`src/rtl/nibble_serial_adder.sv`:
```
// nibble_serial_adder: accepts a WIDTH-bit operand pair and adds it one
// 4-bit nibble per clock (LSB first) through a single carry flop, then holds
// the WIDTH-bit sum and carry-out on a valid/ready result port.
module nibble_serial_adder #(
  parameter int WIDTH = 16
) (
  input  logic             clk,
  input  logic             rst_n,
  input  logic             in_valid,
  output logic             in_ready,
  input  logic [WIDTH-1:0] a,
  input  logic [WIDTH-1:0] b,
  output logic             out_valid,
  input  logic             out_ready,
  output logic [WIDTH-1:0] sum,
  output logic             cout,
  output logic             busy
);

  localparam int NIB = WIDTH / 4;
  localparam int IW  = (NIB > 1) ? $clog2(NIB) : 1;

  typedef enum logic [1:0] {
    IDLE = 2'd0,
    RUN  = 2'd1,
    DONE = 2'd2
  } state_t;

  state_t           state;
  state_t           state_nxt;
  logic [WIDTH-1:0] a_reg;
  logic [WIDTH-1:0] b_reg;
  logic             carry;
  logic [IW-1:0]    idx;
  logic [IW+1:0]    base;
  logic [4:0]       nsum;
  logic             last;

  // One slice of the 4-bit ripple adder: 5-bit result holds the nibble carry.
  function automatic logic [4:0] nib_add(input logic [3:0] x,
                                         input logic [3:0] y,
                                         input logic       ci);
    return {1'b0, x} + {1'b0, y} + {4'b0000, ci};
  endfunction

  assign base = {idx, 2'b00};
  assign last = (idx == IW'(NIB - 1));
  assign nsum = nib_add(a_reg[base +: 4], b_reg[base +: 4], carry);

  // State register; reset aborts any operation in flight.
  always_ff @(posedge clk) begin
    if (!rst_n) state <= IDLE;
    else        state <= state_nxt;
  end

  // Next-state and handshake decode; handshake outputs depend on state only.
  always_comb begin
    state_nxt = state;
    in_ready  = 1'b0;
    out_valid = 1'b0;
    busy      = 1'b0;
    case (state)
      IDLE: begin
        in_ready = 1'b1;
        if (in_valid) state_nxt = RUN;
      end
      RUN: begin
        busy = 1'b1;
        if (last) state_nxt = DONE;
      end
      DONE: begin
        busy      = 1'b1;
        out_valid = 1'b1;
        if (out_ready) state_nxt = IDLE;
      end
      default: state_nxt = IDLE;
    endcase
  end

  // Operand capture, per-nibble sum/carry update and final carry-out.
  always_ff @(posedge clk) begin
    if (!rst_n) begin
      a_reg <= '0;
      b_reg <= '0;
      carry <= 1'b0;
      idx   <= '0;
      sum   <= '0;
      cout  <= 1'b0;
    end else begin
      case (state)
        IDLE: begin
          if (in_valid) begin
            a_reg <= a;
            b_reg <= b;
            carry <= 1'b0;
            idx   <= '0;
            sum   <= '0;
          end
        end
        RUN: begin
          sum[base +: 4] <= nsum[3:0];
          carry          <= nsum[4];
          if (last) begin
            cout <= nsum[4];
            idx  <= '0;
          end else begin
            idx <= idx + 1'b1;
          end
        end
        default: ;
      endcase
    end
  end

endmodule

```
`config.mk`:
```
export PLATFORM = sky130hd
export DESIGN_NAME = nibble_serial_adder
export DESIGN_NICKNAME = d
export VERILOG_FILES = /design/src/rtl/nibble_serial_adder.sv
export SDC_FILE = /design/constraint.sdc
export NUM_CORES = 1
export LEC_CHECK = 0
export CAP_MARGIN = 30
export CORE_MARGIN = 2
export CORE_UTILIZATION = 50
export DETAILED_ROUTE_END_ITERATION = 8
export GPL_TIMING_DRIVEN = 0
export MAX_ROUTING_LAYER = met4
export PLACE_DENSITY = 0.79
export SETUP_SLACK_MARGIN = 0.4
export SLEW_MARGIN = 20
export SYNTH_ARGS = -nofsm -noshare
export SYNTH_HDL_FRONTEND = slang
export SYNTH_SLANG_ARGS = --single-unit
```
`constraint.sdc`:
```
create_clock -name clk -period 2.9 [get_ports clk]
set_input_delay 0.29 -clock clk [delete_from_list [all_inputs] [get_ports clk]]
set_output_delay 0.29 -clock clk [all_outputs]
set_load 0.01 [all_outputs]
```
==> summary.md, run 1 <==
| Metric | Value |
|---|---|
| Non-Filler Instances | 401 |
| Startpoint types | register |
| Maximum fanout along the worst path | 10 |
| Most common cell in the synthesized netlist | nand2_1 |
| Crit end category | register |
| Total gr overflow | 0 |
| Fin. max-slew vios | 0 |
| Bufs and invs on worst path | 2 |
| Critical path arrival | 2.56 ns |
| Wire per inst | between 10 and 15 microns |
| Launching instance or port of the critical path | idx[0]$_SDFFE_PN0P_ |
| Worst hold-check slack | between 0.4 and 0.5 ns |
| Power per cell area | roughly 520 nW/um^2 |
| Capture point of the worst reg-to-reg path | carry$_SDFFE_PN0P_ |
| Height of the die | 75.73 microns |
| Post-synth top area cell | dfxtp_1 |
| Critical path cell sequence | buf_12 > mux4_2 > fa_2 > inv_1 > fa_1 > nor2b_1 > o21ai_1 > a21o_2 > a21boi_0 |
| Relative slew slack | 68.54% |
| Worst R2R Setup Slack | roughly 0.53 ns |
| Routed WL | approximately 5.6 mm |
| Layout overhead on the synthesized area | 29.86% |
| Total non-filler cell area in the finished layout | between 3000 and 4000 sq um |
| Core outline area | a little over 5000 sq um |
| Hold crit path type | reg -> reg |
| Number of synthesized register bits | 54 |
| Ports placed on the boundary | 56 |
| Sinks on Clock Net | 54 |
| Estimated wirelength of the detail-placed design | between 4 and 5 mm |
| Clock tree skew after final layout | just under 0.009 ns |
| Final weighted congestion in routability-driven placement | around 0.85 |
| Netlist area before placement | 2572 sq um |
| Min cycle time layout | between 2 and 2.5 ns |
| YS warnings | 0 |
| Number of maximum-capacitance violations | 0 |
| Die boundary width | about 76 microns |
| Final worst-path cycle share | between 80 and 90% |
| Primary FF master, synth | dfxtp_1 |
| Vias in the first global route | about 2000 |
| Starting utilization of the core area | about 51% |
| Startpoint of the worst-slack reg-to-reg timing path | idx[0]$_SDFFE_PN0P_ |
| Static leakage | between 1 and 1.5 nW |
| Launch instance of the worst min-delay path | b_reg[10]$_SDFFE_PN0P_ |
| Nets | between 300 and 400 |
| Clock latency reported for the late side of the worst-skew pair | ~0.31 ns |
| Unrepaired setup endpoints after global routing | false |
| Max incr delay on CP | approximately 0.53 ns |
| Type of the worst setup path | reg -> reg |
| DP Cell Count | a little under 400 |
| Area taken by multi-input logic gates | 1391 sq um |
| Largest voltage drop on the vdd net | approximately 0.0003 V |
| Cell family with the largest share of critical-path delay | adder cells |
| Synthesized net count | ~320 |
| Deepest level of the CTS H-tree | 2 |
| Endpoint required time on the critical path | 3.09 ns |
| Clk root buf | clkbuf_8 |
| Number of CTS-inserted buffers | 5 |
| Die area | between 5000 and 6000 sq um |
| Logic depth of the worst setup path including buffers | 9 |
| Bufs on Longest Clock Path | 2 |
| Number of cells produced by synthesis | ~270 |
| Count of distinct cell types in the synthesized netlist | 45 |
| Mean instance size in the synthesized netlist | 9.635 sq um |
| Number of filler cells placed in the layout | 429 |
| Top cell types by occurrence after synthesis | nand2_1, dfxtp_1, a21boi_0 |
| Clock tree from TritonCTS | yes |
| Worst Max-Slew Pin Slew | around 0.47 ns |
| DRC violation count after routing | 0 |
| Async set-reset flop share out of synthesis | 0% |
| Number of placement rows | 26 |
| Clock-pin slew on the worst setup and hold paths | approximately 0.10 ns |
| Top-area cell type share of the netlist area | a little over two fifths |
| Pin count of the biggest net entering global routing | 16 |
| Number of enable flip-flop cells after synthesis | 0 |
| Register area share after synthesis | 42.02% |
| Fin Setup TNS | 0 ns |
| Number of vias in the routed layout | around 2100 |
| Placed cell area | 3211 sq um |
| Count of input and output buffers | between 50 and 60 |
| Detailed-route vias per instance | 5.145 |
| Count of nets left with antenna violations after detail routing | 0 |
| Combined flip-flop and latch cell area | 1085 sq um |
| Number of buffers inserted by hold repair at cts | 0 |
| Top area cells in the synthesized netlist | dfxtp_1, nand2_1, a21boi_0 |
| Critical Path Slowest Stage Cell | mux4_2 |
| Global routing usage summed across all routing layers | between 20 and 25% |
| Status | finished clean |
| Wire length of the first global-routing pass | just over 9 mm |
| Worst reg2reg path depth | 9 |
| 1st-iter DRT viols | 84 |
| Number of iterations in the first detailed-routing pass | 4 |
| Number of antenna violations at the first check in global routing | 0 |
| Number of failing setup endpoints in the final timing report | 0 |
| Critical Path Sink | carry$_SDFFE_PN0P_ |
| Fraction of layout instances using a drive strength above 1 | 10.27% |
| Ant. Diodes | 0 |
| Achievable frequency | between 0.4 and 0.5 GHz |
| Final Hold Fails | 0 |
[final cells by class]
class	count	area share, %
multi-input cells	189	41.65
inverters	10	1.124
flip-flops and latches	54	32.47
clock inverters	1	0.8989
repair buffers	56	16.70
clock buffers	7	2.285
plain buffers	14	2.247
well taps	70	2.622
[power breakdown]
part	internal (mW)	switching, mW
logic	0.206	0.225
registers	0.788	0.0260
clock network	0.259	0.233
total	1.25	0.485
[metrics by stage]
step,setup WS [ns],power (mW),utilization (%)
after global placement,0.2191,1.231,63.67
after floorplan,0.4489,1.094,-
final,0.5304,1.736,66.25
after global routing,0.3943,1.826,66.25
after CTS,0.3951,1.730,65.88
after detailed placement,0.1792,1.239,63.67
[worst min path at each step]
stage	to	slack, ns	depth (start not counted)
after floorplan	b_reg[10]$_SDFFE_PN0P_	0.42	2
after global routing	b_reg[10]$_SDFFE_PN0P_	0.48	2
after CTS	b_reg[10]$_SDFFE_PN0P_	0.46	2
after detailed placement	b_reg[10]$_SDFFE_PN0P_	0.45	2
final	b_reg[10]$_SDFFE_PN0P_	0.46	2
after global placement	b_reg[10]$_SDFFE_PN0P_	0.45	2
[cell usage in the layout, fill, tap and decap left out, types with 3 or more instances in the layout]
| master | count |
|---|---|
| a21boi_0 | 28 |
| a21boi_1 | 5 |
| a22oi_1 | 9 |
| and2_1 | 3 |
| buf_2 | 5 |
| clkbuf_1 | 10 |
| clkbuf_8 | 5 |
| clkdlybuf4s50_1 | 55 |
| dfxtp_1 | 53 |
| ha_1 | 10 |
| inv_1 | 8 |
| mux4_2 | 6 |
| nand2_1 | 67 |
| nand2b_1 | 3 |
| nor2b_1 | 15 |
[per-layer routing]
metal	global-route usage, %	wire length (microns)
met5	-	0
met2	35.56	2696
met4	5.848	44
met3	4.101	226
met1	29.46	2637
[cells by family (layout without fill, tap and decap cells)]
| logic type | count (synthesis) | after routing | synth area share (%) |
|---|---|---|---|
| DFF | 54 | 54 | 42.02 |
| muxes | 10 | 10 | 8.414 |
| buffers and inverters | 24 | 88 | 3.988 |
| adders and majority gates | 12 | 12 | 6.420 |
| xor gates and xnor gates | 2 | 2 | 0.6811 |
| and+or+nand+nor | 105 | 105 | 20.77 |
| AOI/OAI and AO/OA | 60 | 60 | 17.70 |
[what timing repair did]
| item | in CTS | in global routing |
|---|---|---|
| buffers inserted | 0 | 1 |
| gates resized for setup | 7 | 5 |
| endpoints found under the hold margin | 0 | 0 |
| pin swaps | 0 | 2 |
| endpoints found under the setup margin | 14 | 13 |
[worst reg2reg max path, stage by stage, from the launching register on]
cell and delay (ns):
dfxtp_4 0.37, buf_12 0.14, mux4_2 0.53, fa_2 0.38, inv_1 0.07, fa_1 0.24
nor2b_1 0.08, o21ai_1 0.19, a21o_2 0.16, a21boi_0 0.09
Power figures use the tool's default switching activity.
==> run 2: changes to the inputs <==
--- a/config.mk
+++ b/config.mk
@@ -7,11 +7,11 @@
 export LEC_CHECK = 0
 export CAP_MARGIN = 30
 export CORE_MARGIN = 2
-export CORE_UTILIZATION = 50
+export CORE_UTILIZATION = 45
 export DETAILED_ROUTE_END_ITERATION = 8
 export GPL_TIMING_DRIVEN = 0
 export MAX_ROUTING_LAYER = met4
-export PLACE_DENSITY = 0.79
+export PLACE_DENSITY = 0.75
 export SETUP_SLACK_MARGIN = 0.4
 export SLEW_MARGIN = 20
 export SYNTH_ARGS = -nofsm -noshare
==> constraint.sdc (replaced) <==
create_clock -name clk -period 1.94 [get_ports clk]
set_input_delay 0.194 -clock clk [delete_from_list [all_inputs] [get_ports clk]]
set_output_delay 0.194 -clock clk [all_outputs]
set_load 0.01 [all_outputs]
==> summary.md, run 2 (synthesis results as in run 1) <==
| Metric | Value |
|---|---|
| Status | complete, but fails checks (was finished clean) |
| Violated checks | setup timing |
| Detail Route met3 WL | 226 microns (unchanged) |
| Number of iterations in the first detailed-routing pass | 4 (unchanged) |
| Highest metal layer used by the detailed router | met4 (unchanged) |
| Sinks on Clock Net | 54 (unchanged) |
| Hold crit path type | in -> reg (was reg -> reg) |
| Pin count of the biggest net entering global routing | 16 (unchanged) |
| Clock latency reported for the late side of the worst-skew pair | 0.30 ns (was 0.31 ns) |
| Most common cell after layout, fill and taps aside | nand2_1 (unchanged) |
| Fin. max-slew vios | 0 (unchanged) |
| Unrepaired setup endpoints after global routing | true (was false) |
| Combinational group share of total power | 28.9% (was 24.8%) |
| Nets | 382 (was 378) |
| Max incr delay on CP | 0.61 ns (was 0.53 ns) |
| Starting utilization of the core area | 46.72% (was 51.02%) |
| Clk root buf | clkbuf_8 (unchanged) |
| Largest voltage drop on the vdd net | 0.0004233 V (was 0.0003012 V) |
| Critical path cell sequence | buf_12 > mux4_1 > ha_4 > or2_2 > a21o_1 > a32oi_1 > nor2b_1 (was buf_12 > mux4_2 > fa_2 > inv_1 > fa_1 > nor2b_1 > o21ai_1 > a21o_2 > a21boi_0) |
| Number of vias in the routed layout | 2092 (was 2063) |
| Core outline area | 5507 sq um (was 5042 sq um) |
| Routed WL | 5.765 mm (was 5.605 mm) |
| Crit end category | register (unchanged) |
| Launch instance of the worst min-delay path | b[8] (was b_reg[10]$_SDFFE_PN0P_) |
| Number of maximum-capacitance violations | 0 (unchanged) |
| Clock tree skew after final layout | 0.007052 ns (was 0.008708 ns) |
| Wire per inst | 14.20 microns (was 13.98 microns) |
| Clock power share | 23.2% (was 28.3%) |
| Non-Filler Instances | 406 (was 401) |
| Number of CTS-inserted buffers | 5 (unchanged) |
| Clock-pin slew on the worst setup and hold paths | 0.09 ns (was 0.10 ns) |
| Net Sw Power | 0.7495 mW (was 0.4846 mW) |
| Critical Path Slowest Stage Cell | mux4_1 (was mux4_2) |
| Ant. Diodes | 0 (unchanged) |
| Bufs and invs on worst path | 1 (was 2) |
| Commonest non-fill, non-tap cells in the layout | nand2_1, dfxtp_1, clkdlybuf4s50_1, a21boi_0, nor2b_1 (was nand2_1, clkdlybuf4s50_1, dfxtp_1, a21boi_0, nor2b_1) |
| DP Cell Count | 394 (was 392) |
| Number of placement rows | 27 (was 26) |
| Fraction of layout instances using a drive strength above 1 | 17.07% (was 10.27%) |
| Bufs on Longest Clock Path | 2 (unchanged) |
| Combined flip-flop and latch cell area | 1085 sq um (unchanged) |
| Fin Setup TNS | -3.985 ns (was 0 ns) |
| Endpoint required time on the critical path | 2.14 ns (was 3.09 ns) |
| Global routing usage summed across all routing layers | 19.47% (was 22.34%) |
| Sequential cell fraction of total power | 47.8% (was 46.9%) |
| Launching instance or port of the critical path | idx[0]$_SDFFE_PN0P_ (unchanged) |
| Maximum fanout along the worst path | 8 (was 10) |
| Power per cell area | 733.4 nW/um^2 (was 519.8 nW/um^2) |
| Wire length on met2 | 2.855 mm (was 2.696 mm) |
| Static leakage | 1.274 nW (was 1.230 nW) |
| Estimated wirelength of the detail-placed design | 4.243 mm (was 4.111 mm) |
| 1st-iter DRT viols | 63 (was 84) |
| Vias in the first global route | 1978 (was 2013) |
| Number of antenna violations at the first check in global routing | 0 (unchanged) |
| Die area | 6338 sq um (was 5735 sq um) |
| Relative slew slack | 60.72% (was 68.54%) |
| Placed cell area | 3227 sq um (was 3211 sq um) |
| Cell family with the largest share of critical-path delay | multiplexers (was adder cells) |
| Layout overhead on the synthesized area | 34.73% (was 29.86%) |
| Area taken by multi-input logic gates | 1485 sq um (was 1391 sq um) |
| Total power draw | 2.542 mW (was 1.736 mW) |
| Final Hold Fails | 0 (unchanged) |
| Deepest level of the CTS H-tree | 2 (unchanged) |
| Detailed-route vias per instance | 5.153 (was 5.145) |
| Wire length of the first global-routing pass | 9.335 mm (was 9.287 mm) |
| Worst Max-Slew Pin Slew | 0.5830 ns (was 0.4669 ns) |
| Die boundary width | 79.61 microns (was 75.73 microns) |
| Worst hold-check slack | 0.4290 ns (was 0.4626 ns) |
| Total gr overflow | 0 (unchanged) |
| Ports placed on the boundary | 56 (unchanged) |
| Startpoint types | register (unchanged) |
| Switching power share of the total | 29.49% (was 27.90%) |
| Post-Route M1 WL | 2.606 mm (was 2.637 mm) |
| Type of the worst setup path | reg -> reg (unchanged) |
| Critical path arrival | 2.48 ns (was 2.56 ns) |
| Min cycle time layout | 2.284 ns (was 2.370 ns) |
| Achievable frequency | 0.4378 GHz (was 0.4220 GHz) |
| Final worst-path cycle share | 117.7% (was 81.71%) |
| Clock tree from TritonCTS | yes (unchanged) |
| Number of failing setup endpoints in the final timing report | 16 (was 0) |
| Height of the die | 79.61 microns (was 75.73 microns) |
| Count of nets left with antenna violations after detail routing | 0 (unchanged) |
| Startpoint of the worst-slack reg-to-reg timing path | idx[0]$_SDFFE_PN0P_ (unchanged) |
| Final weighted congestion in routability-driven placement | 0.8196 (was 0.8542) |
| Total non-filler cell area in the finished layout | 3466 sq um (was 3341 sq um) |
| DRC violation count after routing | 0 (unchanged) |
| Count of input and output buffers | 55 (unchanged) |
| Number of filler cells placed in the layout | 477 (was 429) |
| Total internal power | 1.792 mW (was 1.252 mW) |
| Post-layout worst setup margin | -0.3443 ns (was 0.5304 ns) |
-- run 2: final cells by class --
cell class / instances / share of cell area [%]
Tap cell: 72 / 2.599
Buffer: 14 / 3.033
Clock inverter: 1 / 0.1805
Multi-Input combinational cell: 189 / 42.85
Inverter: 10 / 1.083
Sequential cell: 54 / 31.30
Clock buffer: 6 / 2.094
Timing Repair Buffer: 60 / 16.86
-- run 2: stage by stage --
stage / worst slack [ns] / util, %
finish: -0.3443 / 62.94
global route: -0.4345 / 62.94
CTS: -0.3485 / 61.65
detailed placement: -0.4510 / 58.60
global placement: -0.4298 / 58.60
floorplan: -0.2817 / -
-- run 2: worst paths after layout --
check                           to  cells past startpoint  slack (ns)
max           sum[11]$_SDFFE_PN0P_                      7       -0.34
min          b_reg[8]$_SDFFE_PN0P_                      3        0.43
max reg2reg   sum[11]$_SDFFE_PN0P_                      7       -0.34
min reg2reg  b_reg[5]$_SDFFE_PN0P_                      2        0.47
-- run 2: routing by layer --
metal | vias to the layer above | track usage [%]
met4 | 0 | 5.000
met1 | 969 | 23.53
li1 | 1057 | -
met3 | 10 | 3.394
met2 | 56 | 33.70
met5 | - | -
-- run 2: worst min-delay path: stages --
cell and delay [ns]:
clkdlybuf4s50_1 0.40, nand2_1 0.06, a21boi_1 0.05
-- run 2: timing repair --
| item | 4_1_cts | 5_1_grt |
|---|---|---|
| endpoints found under the setup margin | 54 | 53 |
| buffers inserted | 3 | 2 |
| resized for setup | 19 | 19 |
| pin swaps | 4 | 2 |
| hold buffers | 0 | 0 |
-- run 2: power by group through the flow --
stage	Clock, mW	Sequential [mW]	Combinational [mW]
after floorplan	0	1.23	0.421
after global placement	0	1.24	0.618
after detailed placement	0	1.25	0.629
after CTS	0.608	1.21	0.690
after global routing	0.646	1.22	0.806
final	0.591	1.22	0.736
==> run 3: changes to the inputs <==
--- a/config.mk
+++ b/config.mk
@@ -6,7 +6,6 @@
 export NUM_CORES = 1
 export LEC_CHECK = 0
 export CAP_MARGIN = 30
-export CORE_MARGIN = 2
 export CORE_UTILIZATION = 45
 export DETAILED_ROUTE_END_ITERATION = 8
 export GPL_TIMING_DRIVEN = 0
==> summary.md, run 3 (synthesis results as in run 1) <==
| Metric | Value |
|---|---|
| Status | complete, but fails checks (unchanged) |
| Violated checks | setup timing (unchanged) |
| Deepest level of the CTS H-tree | 2 (unchanged) |
| Sequential cell fraction of total power | 47.6% (was 47.8%) |
| Starting utilization of the core area | 46.72% (unchanged) |
| Wire length of the first global-routing pass | 9.749 mm (was 9.335 mm) |
| Number of CTS-inserted buffers | 5 (unchanged) |
| Critical path arrival | 2.51 ns (was 2.48 ns) |
| Number of vias in the routed layout | 2116 (was 2092) |
| Endpoint required time on the critical path | 2.14 ns (about the same) |
| DP Cell Count | 394 (unchanged) |
| Ant. Diodes | 0 (unchanged) |
| Die area | 6023 sq um (was 6338 sq um) |
| Power per cell area | 735.9 nW/um^2 (was 733.4 nW/um^2) |
| Number of buffers inserted by hold repair at cts | 0 (unchanged) |
| Worst Max-Slew Pin Slew | 0.5679 ns (was 0.5830 ns) |
| Clk root buf | clkbuf_8 (unchanged) |
| Height of the die | 77.61 microns (was 79.61 microns) |
| Sinks on Clock Net | 54 (unchanged) |
| Switching power share of the total | 29.86% (was 29.49%) |
| Final weighted congestion in routability-driven placement | 0.8069 (was 0.8196) |
| Final Hold Fails | 0 (unchanged) |
| Count of input and output buffers | 55 (unchanged) |
| Core outline area | 5507 sq um (unchanged) |
| Ports placed on the boundary | 56 (unchanged) |
| Clock latency reported for the late side of the worst-skew pair | 0.31 ns (was 0.30 ns) |
| Die boundary width | 77.61 microns (was 79.61 microns) |
| Fraction of layout instances using a drive strength above 1 | 17.31% (was 17.07%) |
| Unrepaired setup endpoints after global routing | true (unchanged) |
| Static leakage | 1.290 nW (was 1.274 nW) |
| Hold crit path type | in -> reg (unchanged) |
| Final cell utilization of the core | 62.96% (was 62.94%) |
| Total internal power | 1.789 mW (was 1.792 mW) |
| Number of antenna violations at the first check in global routing | 0 (unchanged) |
| Fin. max-slew vios | 0 (unchanged) |
| Number of placement rows | 27 (unchanged) |
| Relative slew slack | 61.74% (was 60.72%) |
| Achievable frequency | 0.4324 GHz (was 0.4378 GHz) |
| Commonest non-fill, non-tap cells in the layout | nand2_1, dfxtp_1, clkdlybuf4s50_1, a21boi_0, nor2b_1 (unchanged) |
| Combinational group share of total power | 28.6% (was 28.9%) |
| Number of failing setup endpoints in the final timing report | 15 (was 16) |
| Min cycle time layout | 2.313 ns (was 2.284 ns) |
| Most common cell after layout, fill and taps aside | nand2_1 (unchanged) |
| Detailed-route vias per instance | 5.199 (was 5.153) |
| Layout overhead on the synthesized area | 34.78% (was 34.73%) |
| Crit end category | register (unchanged) |
| Bufs on Longest Clock Path | 2 (unchanged) |
| Pin count of the biggest net entering global routing | 16 (unchanged) |
| Number of iterations in the first detailed-routing pass | 4 (unchanged) |
| Clock-pin slew on the worst setup and hold paths | 0.09 ns (about the same) |
| Post-layout worst setup margin | -0.3728 ns (was -0.3443 ns) |
| Estimated wirelength of the detail-placed design | 4.172 mm (was 4.243 mm) |
| Count of nets left with antenna violations after detail routing | 0 (unchanged) |
| 1st-iter DRT viols | 81 (was 63) |
| Clock power share | 23.8% (was 23.2%) |
| Final worst-path cycle share | 119.2% (was 117.7%) |
| Total gr overflow | 0 (unchanged) |
| Clock tree from TritonCTS | yes (unchanged) |
| Global routing usage summed across all routing layers | 21.22% (was 19.47%) |
| Clock tree skew after final layout | 0.006322 ns (was 0.007052 ns) |
| Number of maximum-capacitance violations | 0 (unchanged) |
| Maximum fanout along the worst path | 8 (unchanged) |
| Wire per inst | 14.20 microns (about the same) |
| Vias in the first global route | 2124 (was 1978) |
| Startpoint types | register (unchanged) |
| DRC violation count after routing | 0 (unchanged) |
| Non-Filler Instances | 407 (was 406) |
| Net Sw Power | 0.7619 mW (was 0.7495 mW) |
| Type of the worst setup path | reg -> reg (unchanged) |
| Largest voltage drop on the vdd net | 0.0004186 V (was 0.0004233 V) |
| Nets | 383 (was 382) |
| Routed WL | 5.780 mm (was 5.765 mm) |
## run 3: path summary, 6_finish.rpt
check,startpoint,end,slack [ns],cells after the start
worst max-delay path,idx[0]$_SDFFE_PN0P_,sum[15]$_SDFFE_PN0P_,-0.37,6
worst min-delay path,b[2],b_reg[2]$_SDFFE_PN0P_,0.43,3
worst max register to register,idx[0]$_SDFFE_PN0P_,sum[15]$_SDFFE_PN0P_,-0.37,6
worst min register to register,b_reg[5]$_SDFFE_PN0P_,b_reg[5]$_SDFFE_PN0P_,0.46,2
## run 3: worst max-delay path, cell delays in order (launching register included)
cell	delay (ns)
dfxtp_4	0.37
buf_12	0.13
mux4_2	0.53
fa_2	0.40
a211o_1	0.28
a21o_1	0.22
a32o_1	0.27
## run 3: final cells by class
type | count | area [sq um]
fill | 505 | 2039
tap | 72 | 90.09
multi-input combinational | 189 | 1481
timing repair buffer | 61 | 591.8
clock inverter | 1 | 6.256
inverter | 10 | 37.54
buffer | 14 | 101.3
clock buffer | 6 | 72.57
sequential | 54 | 1086
## run 3: layer usage
| metal | part of all wire, % | track usage [%] | up-vias |
|---|---|---|---|
| met4 | 2.1 | 7.925 | 0 |
| li1 | - | - | 1048 |
| met3 | 4.2 | 4.471 | 12 |
| met5 | 0 | - | - |
| met1 | 45 | 25.41 | 986 |
| met2 | 49 | 35.04 | 70 |
## run 3: through the flow
step / instance area, sq um / setup TNS [ns] / worst slack [ns] / total power [mW] / hold WS [ns]
CTS: 3403 / -4.203 / -0.3617 / 2.518 / 0.4216
global route: 3467 / -5.676 / -0.4537 / 2.682 / 0.4290
detailed placement: 3227 / -5.761 / -0.4473 / 1.871 / 0.4482
floorplan: 2586 / -2.997 / -0.2817 / 1.655 / 0.3288
global placement: 3227 / -5.330 / -0.4284 / 1.859 / 0.4460
finish: 3467 / -4.409 / -0.3728 / 2.551 / 0.4255
## run 3: timing repair
item / CTS / global route
gates resized for setup: 20 / 17
endpoints found under the hold margin: 0 / 0
setup buffers: 4 / 2
setup endpoints to repair: 54 / 53
pin swaps: 6 / 5
## run 3: power groups by stage
stage	registers, mW	logic, mW	clock network [mW]
floorplan	1.23	0.421	0
global placement	1.24	0.618	0
detailed placement	1.24	0.626	0
CTS	1.21	0.686	0.619
global route	1.22	0.800	0.659
finish	1.21	0.731	0.607
